===== config.mk =====
export PLATFORM = sky130hd
export DESIGN_NAME = eth_recv_ts
export DESIGN_NICKNAME = d
export VERILOG_FILES = /design/src/rtl/eth_recv_ts.sv
export SDC_FILE = /design/constraint.sdc
export NUM_CORES = 1
export LEC_CHECK = 0
export BUFFER_PORTS_ARGS = -buffer_cell sky130_fd_sc_hd__buf_2
export CORE_ASPECT_RATIO = 0.9
export CORE_UTILIZATION = 52
export DETAILED_ROUTE_END_ITERATION = 12
export PLACE_DENSITY = 0.82
export SYNTH_ARGS = -nofsm -noshare
export SYNTH_HDL_FRONTEND = slang
export SYNTH_SLANG_ARGS = --single-unit

===== constraint.sdc =====
create_clock -name clk156 -period 3.1 [get_ports clk156]
set_input_delay 0.465 -clock clk156 [delete_from_list [all_inputs] [get_ports clk156]]
set_output_delay 0.465 -clock clk156 [all_outputs]
set_load 0.005 [all_outputs]

===== src/rtl/eth_recv_ts.sv =====
// -----------------------------------------------------------------------------
// eth_recv_ts
//
// Receive-side timestamp probe parser for a 10G MAC RX stream (64-bit beats).
// Each frame is stamped with the local time of its first beat. Frames whose
// ethertype (bytes 12..13) matches ETHERTYPE are probes: the TX timestamp
// (bytes 16..23, big-endian) and sequence number (bytes 24..27, big-endian)
// are extracted. When a good probe ends, the one-entry result register is
// loaded with the sequence number and the one-way latency (rx - tx, mod 2^64).
//
// Ports
//   clk156            in   MAC core clock, only clock of the block
//   reset_n           in   asynchronous active-low reset
//   s_axis_rx_tdata   in   64-bit RX beat, byte n on bits [8n+7:8n]
//   s_axis_rx_tkeep   in   byte enables (not used for parsing)
//   s_axis_rx_tvalid  in   beat valid, no back-pressure
//   s_axis_rx_tlast   in   last beat of the frame
//   s_axis_rx_tuser   in   frame-good flag, meaningful on the tlast beat
//   ts_now            out  free-running local time in clk156 cycles
//   res_valid         out  result register holds an entry
//   res_ready         in   result consumed when res_valid & res_ready
//   res_seq           out  probe sequence number
//   res_latency       out  rx_ts - tx_ts, modulo 2^64
//   cnt_ok/bad/drop   out  saturating statistics counters
// -----------------------------------------------------------------------------
module eth_recv_ts #(
  parameter logic [15:0] ETHERTYPE = 16'h88B5,
  parameter int          CNT_W     = 32
) (
  input  logic             clk156,
  input  logic             reset_n,
  input  logic [63:0]      s_axis_rx_tdata,
  input  logic [7:0]       s_axis_rx_tkeep,
  input  logic             s_axis_rx_tvalid,
  input  logic             s_axis_rx_tlast,
  input  logic             s_axis_rx_tuser,
  output logic [63:0]      ts_now,
  output logic             res_valid,
  input  logic             res_ready,
  output logic [31:0]      res_seq,
  output logic [63:0]      res_latency,
  output logic [CNT_W-1:0] cnt_ok,
  output logic [CNT_W-1:0] cnt_bad,
  output logic [CNT_W-1:0] cnt_drop
);

  typedef enum logic [2:0] {
    IDLE = 3'd0,
    HDR  = 3'd1,
    TS   = 3'd2,
    SEQ  = 3'd3,
    WAIT = 3'd4
  } state_t;

  state_t state, state_nxt;

  logic [63:0] rx_ts;
  logic [63:0] tx_ts;
  logic [31:0] seq;
  logic        is_probe;

  logic [15:0] etype_p0;
  logic        etype_hit_p0;
  logic [63:0] tx_beat_p0;
  logic [31:0] seq_beat_p0;
  logic        frame_end_p0;
  logic        probe_known_p0;
  logic        seq_done_p0;
  logic        good_p0;
  logic        bad_p0;
  logic [31:0] seq_p0;
  logic [63:0] lat_p0;
  logic        load_p0;

  // Byte enables carry no information the parser needs: fields sit at fixed
  // byte offsets regardless of tkeep.
  logic unused_tkeep;
  assign unused_tkeep = ^s_axis_rx_tkeep;

  // Counters stick at all-ones instead of wrapping.
  function automatic logic [CNT_W-1:0] sat_inc(input logic [CNT_W-1:0] c);
    if (&c) begin
      return c;
    end
    return c + CNT_W'(1);
  endfunction

  // Lowest-addressed byte of the beat becomes the most significant byte.
  function automatic logic [63:0] bswap64(input logic [63:0] d);
    logic [63:0] r;
    for (int k = 0; k < 8; k++) begin
      r[63-8*k -: 8] = d[8*k +: 8];
    end
    return r;
  endfunction

  function automatic logic [31:0] bswap32(input logic [31:0] d);
    logic [31:0] r;
    for (int k = 0; k < 4; k++) begin
      r[31-8*k -: 8] = d[8*k +: 8];
    end
    return r;
  endfunction

  // ---------------------------------------------------------------------------
  // Stage p0: beat decode and frame classification (combinational)
  // ---------------------------------------------------------------------------
  always_comb begin
    etype_p0     = {s_axis_rx_tdata[39:32], s_axis_rx_tdata[47:40]};
    etype_hit_p0 = (etype_p0 == ETHERTYPE);
    tx_beat_p0   = bswap64(s_axis_rx_tdata);
    seq_beat_p0  = bswap32(s_axis_rx_tdata[31:0]);
    frame_end_p0 = s_axis_rx_tvalid & s_axis_rx_tlast;

    // probe_known: the frame is already identified as a probe.
    // seq_done: the sequence beat has been (or is being) consumed.
    // A frame ending in IDLE never showed its ethertype, so it is not a probe.
    probe_known_p0 = 1'b0;
    seq_done_p0    = 1'b0;
    unique case (state)
      IDLE: begin
        probe_known_p0 = 1'b0;
        seq_done_p0    = 1'b0;
      end
      HDR: begin
        probe_known_p0 = etype_hit_p0;
        seq_done_p0    = 1'b0;
      end
      TS: begin
        probe_known_p0 = 1'b1;
        seq_done_p0    = 1'b0;
      end
      SEQ: begin
        probe_known_p0 = 1'b1;
        seq_done_p0    = 1'b1;
      end
      WAIT: begin
        probe_known_p0 = is_probe;
        seq_done_p0    = is_probe;
      end
      default: begin
        probe_known_p0 = 1'b0;
        seq_done_p0    = 1'b0;
      end
    endcase

    bad_p0  = frame_end_p0 & (~s_axis_rx_tuser | (probe_known_p0 & ~seq_done_p0));
    good_p0 = frame_end_p0 & s_axis_rx_tuser & probe_known_p0 & seq_done_p0;

    // When tlast lands on the sequence beat itself the field is still on the bus.
    seq_p0  = (state == SEQ) ? seq_beat_p0 : seq;
    lat_p0  = rx_ts - tx_ts;
    load_p0 = good_p0 & (~res_valid | res_ready);
  end

  always_comb begin
    state_nxt = state;
    if (s_axis_rx_tvalid) begin
      if (s_axis_rx_tlast) begin
        state_nxt = IDLE;
      end else begin
        unique case (state)
          IDLE:    state_nxt = HDR;
          HDR:     state_nxt = etype_hit_p0 ? TS : WAIT;
          TS:      state_nxt = SEQ;
          SEQ:     state_nxt = WAIT;
          WAIT:    state_nxt = WAIT;
          default: state_nxt = IDLE;
        endcase
      end
    end
  end

  always_ff @(posedge clk156 or negedge reset_n) begin
    if (!reset_n) begin
      state    <= IDLE;
      ts_now   <= '0;
      rx_ts    <= '0;
      tx_ts    <= '0;
      seq      <= '0;
      is_probe <= 1'b0;
    end else begin
      state  <= state_nxt;
      ts_now <= ts_now + 64'd1;
      if (s_axis_rx_tvalid) begin
        unique case (state)
          IDLE: begin
            rx_ts    <= ts_now;
            is_probe <= 1'b0;
          end
          HDR:     is_probe <= etype_hit_p0;
          TS:      tx_ts    <= tx_beat_p0;
          SEQ:     seq      <= seq_beat_p0;
          default: ;
        endcase
      end
    end
  end

  // ---------------------------------------------------------------------------
  // Stage p1: one-entry result register and statistics
  // ---------------------------------------------------------------------------
  always_ff @(posedge clk156 or negedge reset_n) begin
    if (!reset_n) begin
      res_valid   <= 1'b0;
      res_seq     <= '0;
      res_latency <= '0;
      cnt_ok      <= '0;
      cnt_bad     <= '0;
      cnt_drop    <= '0;
    end else begin
      if (load_p0) begin
        res_valid   <= 1'b1;
        res_seq     <= seq_p0;
        res_latency <= lat_p0;
      end else if (res_ready) begin
        res_valid   <= 1'b0;
      end

      if (load_p0) begin
        cnt_ok <= sat_inc(cnt_ok);
      end
      if (good_p0 && !load_p0) begin
        cnt_drop <= sat_inc(cnt_drop);
      end
      if (bad_p0) begin
        cnt_bad <= sat_inc(cnt_bad);
      end
    end
  end

endmodule

Word-level counts from Yosys, hierarchy flattened
Cells that the tools add are included.

$add $sub $neg: 5. Equality and inequality tests: 8. Mux-type cells: 18. Bitwise operators: 12. Reduce and logical (&&, ||, !) cells: 16.

Operators by type and width (count): 2-to-1 mux 32 bit (4); adder 32 x 1 -> 32 bit, second input constant (3); AND reduction 32 bit (3); adder 64 x 1 -> 64 bit, second input constant (1); subtractor 64 bit (1); equality test 16 bit, second input constant (1); one-hot mux 3 bit (4 select lines) (1); AND reduction 2 bit (6); 2-to-1 mux 1 bit (8); AND 1 bit (7); equality test 3 x 2 -> 1 bit, second input constant (2); 2-to-1 mux 3 bit (2); != test 2 bit, second input constant (3); one-hot mux 1 bit (2 select lines) (2); nonzero test 2 bit (2); OR reduction 2 bit (2); equality test 3 x 1 -> 1 bit, second input constant (1); equality test 3 bit, second input constant (1); zero test 3 bit (1); inverter 1 bit (3); one-hot mux 1 bit (3 select lines) (1); bitwise OR 1 bit (2); logical AND 1 bit (1); zero test 1 bit (1).

Bits in registers: 421. Bits of input ports: 78. Output and inout port bits: 257. Logic and storage cells: 71.

Depth between registers and ports, before layout
Gate-level depths: netlist (run 1).

Word-level depth: 11. Mapped depth: 12. Mapped depth without buffers: 12.

Least setup slack after synthesis (run 1)
Ideal clock, no wire load.

Path type: reg2reg. Start: register tx_ts[0]. End: register res_latency[58]. Library setup time: 0.125 ns. Arrival time: 2.875 ns. Data required time: 2.975 ns. Setup slack: 0.100 ns. Stages on the path, launching flop included: 12. Path buffers: 0. Clock period less this slack: 3.000 ns. Cells stage by stage: dfrtp_1 > ha_1 > fa_1 > and2b_1 > o2111ai_1 > a21oi_1 > o21bai_1 > a211oi_1 > o2111ai_1 > a21boi_0 > nor3_1 > mux2_2.

Longest elaborated chain between the ends: 1.

RTL lines: from (decl) (line 58) `logic [63:0] tx_ts;`; from (signal assigned) (line 192) `TS: tx_ts <= tx_beat_p0;`; subtractor 64 bit (line 152) `lat_p0 = rx_ts - tx_ts;`; to (signal assigned) (line 215) `res_latency <= lat_p0;`; to (decl) (line 41) `output logic [63:0] res_latency,`.

No other way between the ends. A chain may end at the register's enable or synchronous reset.

Worst setup path after layout (run 1)
Start: register rx_ts[1]. End: register res_latency[59].

Longest elaborated chain between the ends: 1.

RTL lines: from (decl) (line 57) `logic [63:0] rx_ts;`; from (signal assigned) (line 188) `rx_ts <= ts_now;`; subtractor 64 bit (line 152).

No other way between the ends.

==> results.toml, run 1 <==
[status]
status = "finished clean"

[floorplanning]
die_h_um = 193
ioPinCount = 335
num_rows = 69
start_util_pct = 53.1
die_area_mm2 = 0.0414
core-area_mm2 = 0.0397
fp.dieW_um = 214

[timing]
period_needed_ns = 3.09
slew_headroom_pct = 48.1
tightest_slew_ns = 0.772
setup_viol = 0
hold_viol = 0
rsz0062_at_grt = "true"
finClkSkew_ns = 0.0117
tns_ns = 0
timing.fmax_mhz = 324
setup_slack_ns = 0.0145
slew_viol_final = 0
holdWs_ns = 0.116
min_period_over_period_pct = 99.5

[detailed_routing]
final_antenna_net_count = 0
postRouteWirelength_um = 57700
wl_per_cell_um = 19.0
routed_via_density = 5.73
first_pass_iters = 5
drt_iter0_drc = 1449
vias = 17400
route.detailed.drc = 0

[clocking]
cts_tree = "done"
cts_buffers = 44
cts-htree-levels = 2
clockRootBuffer = "clkbuf_16"
clockBufferDepth = 3
clkTransAtPathRegs_ns = 0.06
clock_latency_ns = 0.57
cts_sinks = 421

[synthesis]
syn_inst = 2085
ys_async_sr_fraction_pct = 100
syn_area_per_cell_um2 = 10.1
ys_seq_elements = 421
ys_types = 77
yosysWarnings = 0
yosysSeqAreaShare_pct = 50.0
synthFlopType = "dfrtp_1"
synth_area_mm2 = 0.0211
synth_edf_count = 0
synthesis.nets = 2231

[cells_and_area]
final_common_cell = "dfrtp_1"
areaGrowthSynthToFinish_pct = 22.6
drive_above_1_share_pct = 27.0
post-route-util_pct = 65.1
layout_common_cells = "dfrtp_1, buf_2, nand2_1"
nets = 2613

[setup_path]
worst_path_most_repeated_cell = "a2111oi_4"
required_ns = 3.53
critPathSlowestCell = "a2111o_1"
critical_path_class = "flop to flop"
cpPeakStageDelay_ns = 0.49
crit_path_max_fanout = 3
end_kind = "flop"
worstPathArrival_ns = 3.52
crit_chain = "ha_4 -> nor2b_4 -> o31a_1 -> a21oi_2 -> a2111o_1 -> a2111oi_4 -> o211ai_2 -> a2111oi_4 -> or2_1 -> o211ai_1"
critical_path.startpoint_type = "flop"

[grt]
grt_max_degree = 113
first_global_vias = 17000
antenna_found_initial = 4
overflow = 0
grt_usage_pct = 27.5
grt_pass1_wl_um = 90700

[placed_design]
finalWeightedCongestion = 0.911
io_buffer_count = 326
place_ws_ns = -0.309
hpwl_um = 41600

[worst_hold_path]
hold_class = "input port to flop"

[power]
peakVddDrop_uv = 578
p_leak_nw = 12.9
p_per_area_mw_per_mm2 = 477

[job]
maxCapViolCount = 0
## synth_stat cells (33+ instances only)
library cell,n,area [µm²]
ha_1,67,838
o21ai_0,182,911
xor2_1,48,420
clkbuf_1,82,308
dfrtp_1,421,10500
nand3_1,84,420
mux2_2,100,1130
nor2_1,83,312
nand2_1,294,1100
nand4_1,65,407
xnor2_1,150,1310
a21oi_1,80,400
mux2i_1,33,330
inv_1,91,342
## area by class of cell
type | instances | area (µm²)
diodes | 4 | 10.0
clock buffers | 56 | 1250
clock inverters | 22 | 310
fillers | 3020 | 13900
inverters | 91 | 342
multi-input cells | 1474 | 10200
flip-flops and latches | 421 | 10500
well taps | 532 | 666
repair buffers | 435 | 2570
## layer usage
| layer | global-route usage, % | up-vias | part of all wire [%] |
|---|---|---|---|
| li1 | - | 8044 | - |
| met1 | 36.6 | 8588 | 42 |
| met2 | 45.4 | 650 | 48 |
| met3 | 5.07 | 119 | 6.9 |
| met4 | 9.67 | 0 | 2.9 |
| met5 | 0 | - | 0 |
## path summary, 6_finish.rpt
path | from | to | slack [ns] | cells past startpoint
worst max register to register | rx_ts[1]$_DFFE_PN0P_ | res_latency[59]$_DFFE_PN0P_ | 0.01 | 10
max in group asynchronous | reset_n | res_seq[10]$_DFFE_PN0P_ | 1.65 | 3
min in group asynchronous | reset_n | cnt_ok[6]$_DFFE_PN0P_ | 0.52 | 2
worst min register to register | res_seq[17]$_DFFE_PN0P_ | res_seq[17]$_DFFE_PN0P_ | 0.47 | 2
worst min-delay path | s_axis_rx_tdata[53] | tx_ts[13]$_DFFE_PN0P_ | 0.12 | 3
worst max-delay path | rx_ts[1]$_DFFE_PN0P_ | res_latency[59]$_DFFE_PN0P_ | 0.01 | 10
## registers in the layout, summed over array words and instances (netlist names)
register / cells
cnt_ok: 32
cnt_bad: 32
ts_now: 64
seq: 32
cnt_drop: 32
tx_ts: 64
is_probe: 1
rx_ts: 64
res_valid: 1
res_latency: 64
res_seq: 32
state: 3
## power breakdown
part / internal, mW / total, mW / switching [mW]
clock: 3.44 / 5.68 / 2.25
combinational: 0.388 / 0.966 / 0.579
sequential: 5.60 / 5.69 / 0.0907
total: 9.42 / 12.3 / 2.92
## critical path: cells and delay by family, from the launching register on
family / cells / cell delay (ns)
simple gates: 2 / 0.33
fa+ha+maj: 1 / 0.29
flops: 1 / 0.43
compound gates: 7 / 1.93
## repair_timing
item	in CTS	in global routing
endpoints found under the hold margin	70	0
setup endpoints to repair	18	30
gates resized for setup	20	40
hold buffers	1	0
pin swaps	15	21
setup buffers	4	3
## cells by family (layout without fill, tap and decap cells)
logic type	count (synthesis)	in the layout	share of synthesized area (%)
muxes	133	133	6.91
DFF	421	421	50.0
buffers and inverters	190	604	3.46
xor gates and xnor gates	198	198	8.22
and+or+nand+nor	662	662	15.1
other	0	4	0
adders and majority gates	68	68	4.07
AOI/OAI and AO/OA	413	413	12.3
## through the flow
step           std cells  area (µm²)  power (mW)
2_1_floorplan       2085       21100        6.23
3_3_place_gp        2945       23900        6.62
3_5_place_dp        2945       23900        6.66
4_1_cts             3028       25600        12.3
5_1_grt             3034       25800        12.7
6_report            3035       25800        12.3
No activity file was read; power rests on OpenSTA's default activity.
==> run 2, diff against run 1 <==
--- a/config.mk
+++ b/config.mk
@@ -5,9 +5,10 @@
 export SDC_FILE = /design/constraint.sdc
 export NUM_CORES = 1
 export LEC_CHECK = 0
+export ABC_AREA = 1
 export BUFFER_PORTS_ARGS = -buffer_cell sky130_fd_sc_hd__buf_2
 export CORE_ASPECT_RATIO = 0.9
-export CORE_UTILIZATION = 52
+export CORE_UTILIZATION = 53
 export DETAILED_ROUTE_END_ITERATION = 12
 export PLACE_DENSITY = 0.82
 export SYNTH_ARGS = -nofsm -noshare
==> run 2 against run 1 <==
Compared with the run above: sequential cell count unchanged; largest cell class is now multi-input gates; final area increased by 11%; fmax increased by 17%.
==> results.toml, run 2 <==
[timing]
hold_viol = 0
setup_slack_ns = 0.467
min_period_over_period_pct = 84.9
slew_headroom_pct = 46.4
tightest_slew_ns = 0.804
rsz0062_at_grt = "false"
tns_ns = 0
slew_viol_final = 0
setup_viol = 0
finClkSkew_ns = 0.0316
timing.fmax_mhz = 380
period_needed_ns = 2.63

[setup_path]
cpPeakStageDelay_ns = 0.41
worst_path_most_repeated_cell = "nand2_1"
critical_path.startpoint_type = "flop"
cp_top_family = "simple AND/OR/NAND/NOR gates"
reg2reg_from = "rx_ts[0]$_DFFE_PN0P_"
critical_path_class = "flop to flop"
reg2reg_depth = 17
end_kind = "flop"
regToRegSetupSlack_ns = 0.47
worstPathArrival_ns = 3.09
timing.rr.end = "res_latency[46]$_DFFE_PN0P_"
critPathSlowestCell = "fa_1"
required_ns = 3.56
critPathBufInv = 2
crit_path_max_fanout = 5
crit_chain = "inv_1 -> ha_1 -> fa_1 -> inv_1 -> nand3_1 -> nand2_1 -> nand2_1 -> nand2_1 -> nand2_1 -> nand2_1 -> nand2_1 -> nand2_1 -> nand2_1 -> nand2_1 -> nand2_1 -> nand3_1 -> nand2_1"

[detailed_routing]
route.detailed.drc = 0
routed_via_density = 5.24
postRouteWirelength_um = 74000
wl_per_cell_um = 16.8
first_pass_iters = 6
final_antenna_net_count = 0
vias = 23100
drt_iter0_drc = 2276

[synthesis]
synth_area_leaders = "dfrtp_1, nand2_1, inv_1"
ys_async_sr_fraction_pct = 100
synthTopCellsByCount = "nand2_1, inv_1, dfrtp_1, nor2_1, o21ai_0"
synthesis.nets = 3558
synth_top_area_share_pct = 42.4
ys_types = 44
syn_area_per_cell_um2 = 7.28
synth_area_leader_cell = "dfrtp_1"
yosysSeqAreaShare_pct = 42.4
yosysMostFrequentCell = "nand2_1"
synth_area_mm2 = 0.0248
synth_edf_count = 0
syn_inst = 3412
ys_seq_elements = 421
yosysWarnings = 0
synthFlopType = "dfrtp_1"

[worst_hold_path]
min_from = "s_axis_rx_tdata[53]"
hold_class = "input port to flop"
holdPathStages = 3
hold_end = "tx_ts[13]$_DFFE_PN0P_"

[cells_and_area]
drive_above_1_share_pct = 14.6
post-route-util_pct = 62.9
nets = 3899
final_common_cell = "nand2_1"
layout_common_cells = "nand2_1, inv_1, dfrtp_1"
fillerInstances = 4105
areaGrowthSynthToFinish_pct = 16.1

[power]
p_leak_nw = 15.9
p_per_area_mw_per_mm2 = 482
peakVddDrop_uv = 421
power.total_mw = 13.9

[floorplanning]
num_rows = 74
core-area_mm2 = 0.0458
die_h_um = 207
ioPinCount = 335
die_area_mm2 = 0.0477
start_util_pct = 54.2
fp.dieW_um = 230

[grt]
grt_max_degree = 77
grt_usage_pct = 30.9
overflow = 0
first_global_vias = 21500
grt_pass1_wl_um = 116000
antenna_found_initial = 3

[clocking]
cts_resized = 0
clock_latency_ns = 0.60
cts-htree-levels = 2
cts_buffers = 45
cts_sinks = 421
clockRootBuffer = "clkbuf_16"
cts_tree = "done"
clkTransAtPathRegs_ns = 0.06
clockBufferDepth = 3

[job]
maxCapViolCount = 0

[status]
status = "finished clean"

[placed_design]
hpwl_um = 57700
io_buffer_count = 326
finalWeightedCongestion = 0.996
place_ws_ns = 0.575
-- run 2: cell count changes in the layout (fill, tap and decap cells not counted), moves of 52 or more --
| cell | previous run | this run |
|---|---|---|
| nand2_1 | 294 | 1158 |
| inv_1 | 90 | 559 |
| nor2_1 | 79 | 284 |
| xnor2_1 | 150 | 51 |
| xor2_1 | 48 | 125 |
| buf_4 | 97 | 25 |
| nor3_1 | 23 | 82 |
| mux2_2 | 100 | 47 |
| nand3_1 | 84 | 136 |
-- run 2: power by group --
| part | switching, mW | internal (mW) |
|---|---|---|
| logic | 1.45 | 0.809 |
| clock network | 2.35 | 3.15 |
| registers | 0.241 | 5.90 |
-- run 2: cells by family (layout without fill, tap and decap cells) --
kind of cell / Yosys count / in the layout / share of synthesized area (%)
buffers and inverters: 633 / 1006 / 9.79
multiplexers: 47 / 47 / 2.13
other: 0 / 2 / 0
AO/OA/AOI/OAI: 256 / 256 / 5.22
AND/OR/NAND/NOR: 1811 / 1811 / 30.7
adder cells (fa/ha/maj): 68 / 68 / 3.46
XOR/XNOR: 176 / 176 / 6.21
flip-flops: 421 / 421 / 42.4
-- run 2: area by class of cell --
cell class	count	area, µm²	area share, %
antenna	2	5.00	0.0174
clock buffer	55	1210	4.21
clock inverter	24	282	0.977
inverter	567	2130	7.39
multi-input combinational	2358	11900	41.3
sequential	421	10500	36.6
tap	608	761	2.64
timing repair buffer	360	2000	6.94
-- run 2: how the worst max path moves through the flow --
stage | depth (start not counted) | slack, ns | from | end
final | 17 | 0.47 | rx_ts[0]$_DFFE_PN0P_ | res_latency[46]$_DFFE_PN0P_
after global routing | 15 | 0.31 | rx_ts[0]$_DFFE_PN0P_ | res_latency[38]$_DFFE_PN0P_
after CTS | 17 | 0.54 | rx_ts[0]$_DFFE_PN0P_ | res_latency[46]$_DFFE_PN0P_
after detailed placement | 17 | 0.58 | rx_ts[0]$_DFFE_PN0P_ | res_latency[46]$_DFFE_PN0P_
after global placement | 10 | 0.62 | s_axis_rx_tdata[46] | cnt_bad[2]$_DFFE_PN0P_
after floorplan | 17 | 1.05 | rx_ts[0]$_DFFE_PN0P_ | res_latency[62]$_DFFE_PN0P_
-- run 2: timing repair --
| item | in CTS | in global routing |
|---|---|---|
| endpoints found under the hold margin | 64 | 0 |
| buffers inserted | 0 | 0 |
| hold buffers | 1 | 0 |
-- run 2: through the flow --
step                hold WS (ns)  std cells  cell area [µm²]
CTS                       0.0960       4393            28800
finish                     0.108       4395            28800
global route               0.111       4395            28800
floorplan                  0.169       3412            24800
detailed placement         0.454       4313            27300
global placement           0.452       4313            27300
-- run 2: worst min-delay path: stages --
cell	delay, ns
buf_2	0.07
nor2_1	0.03
a21oi_1	0.10
-- run 2: metal layers --
| metal | up-vias | global-route usage (%) | wire, µm |
|---|---|---|---|
| li1 | 11200 | - | - |
| met1 | 10800 | 45.0 | 33400 |
| met2 | 821 | 46.6 | 32500 |
| met3 | 157 | 4.89 | 5440 |
| met4 | 2 | 11.3 | 2720 |
| met5 | - | 0 | 12 |
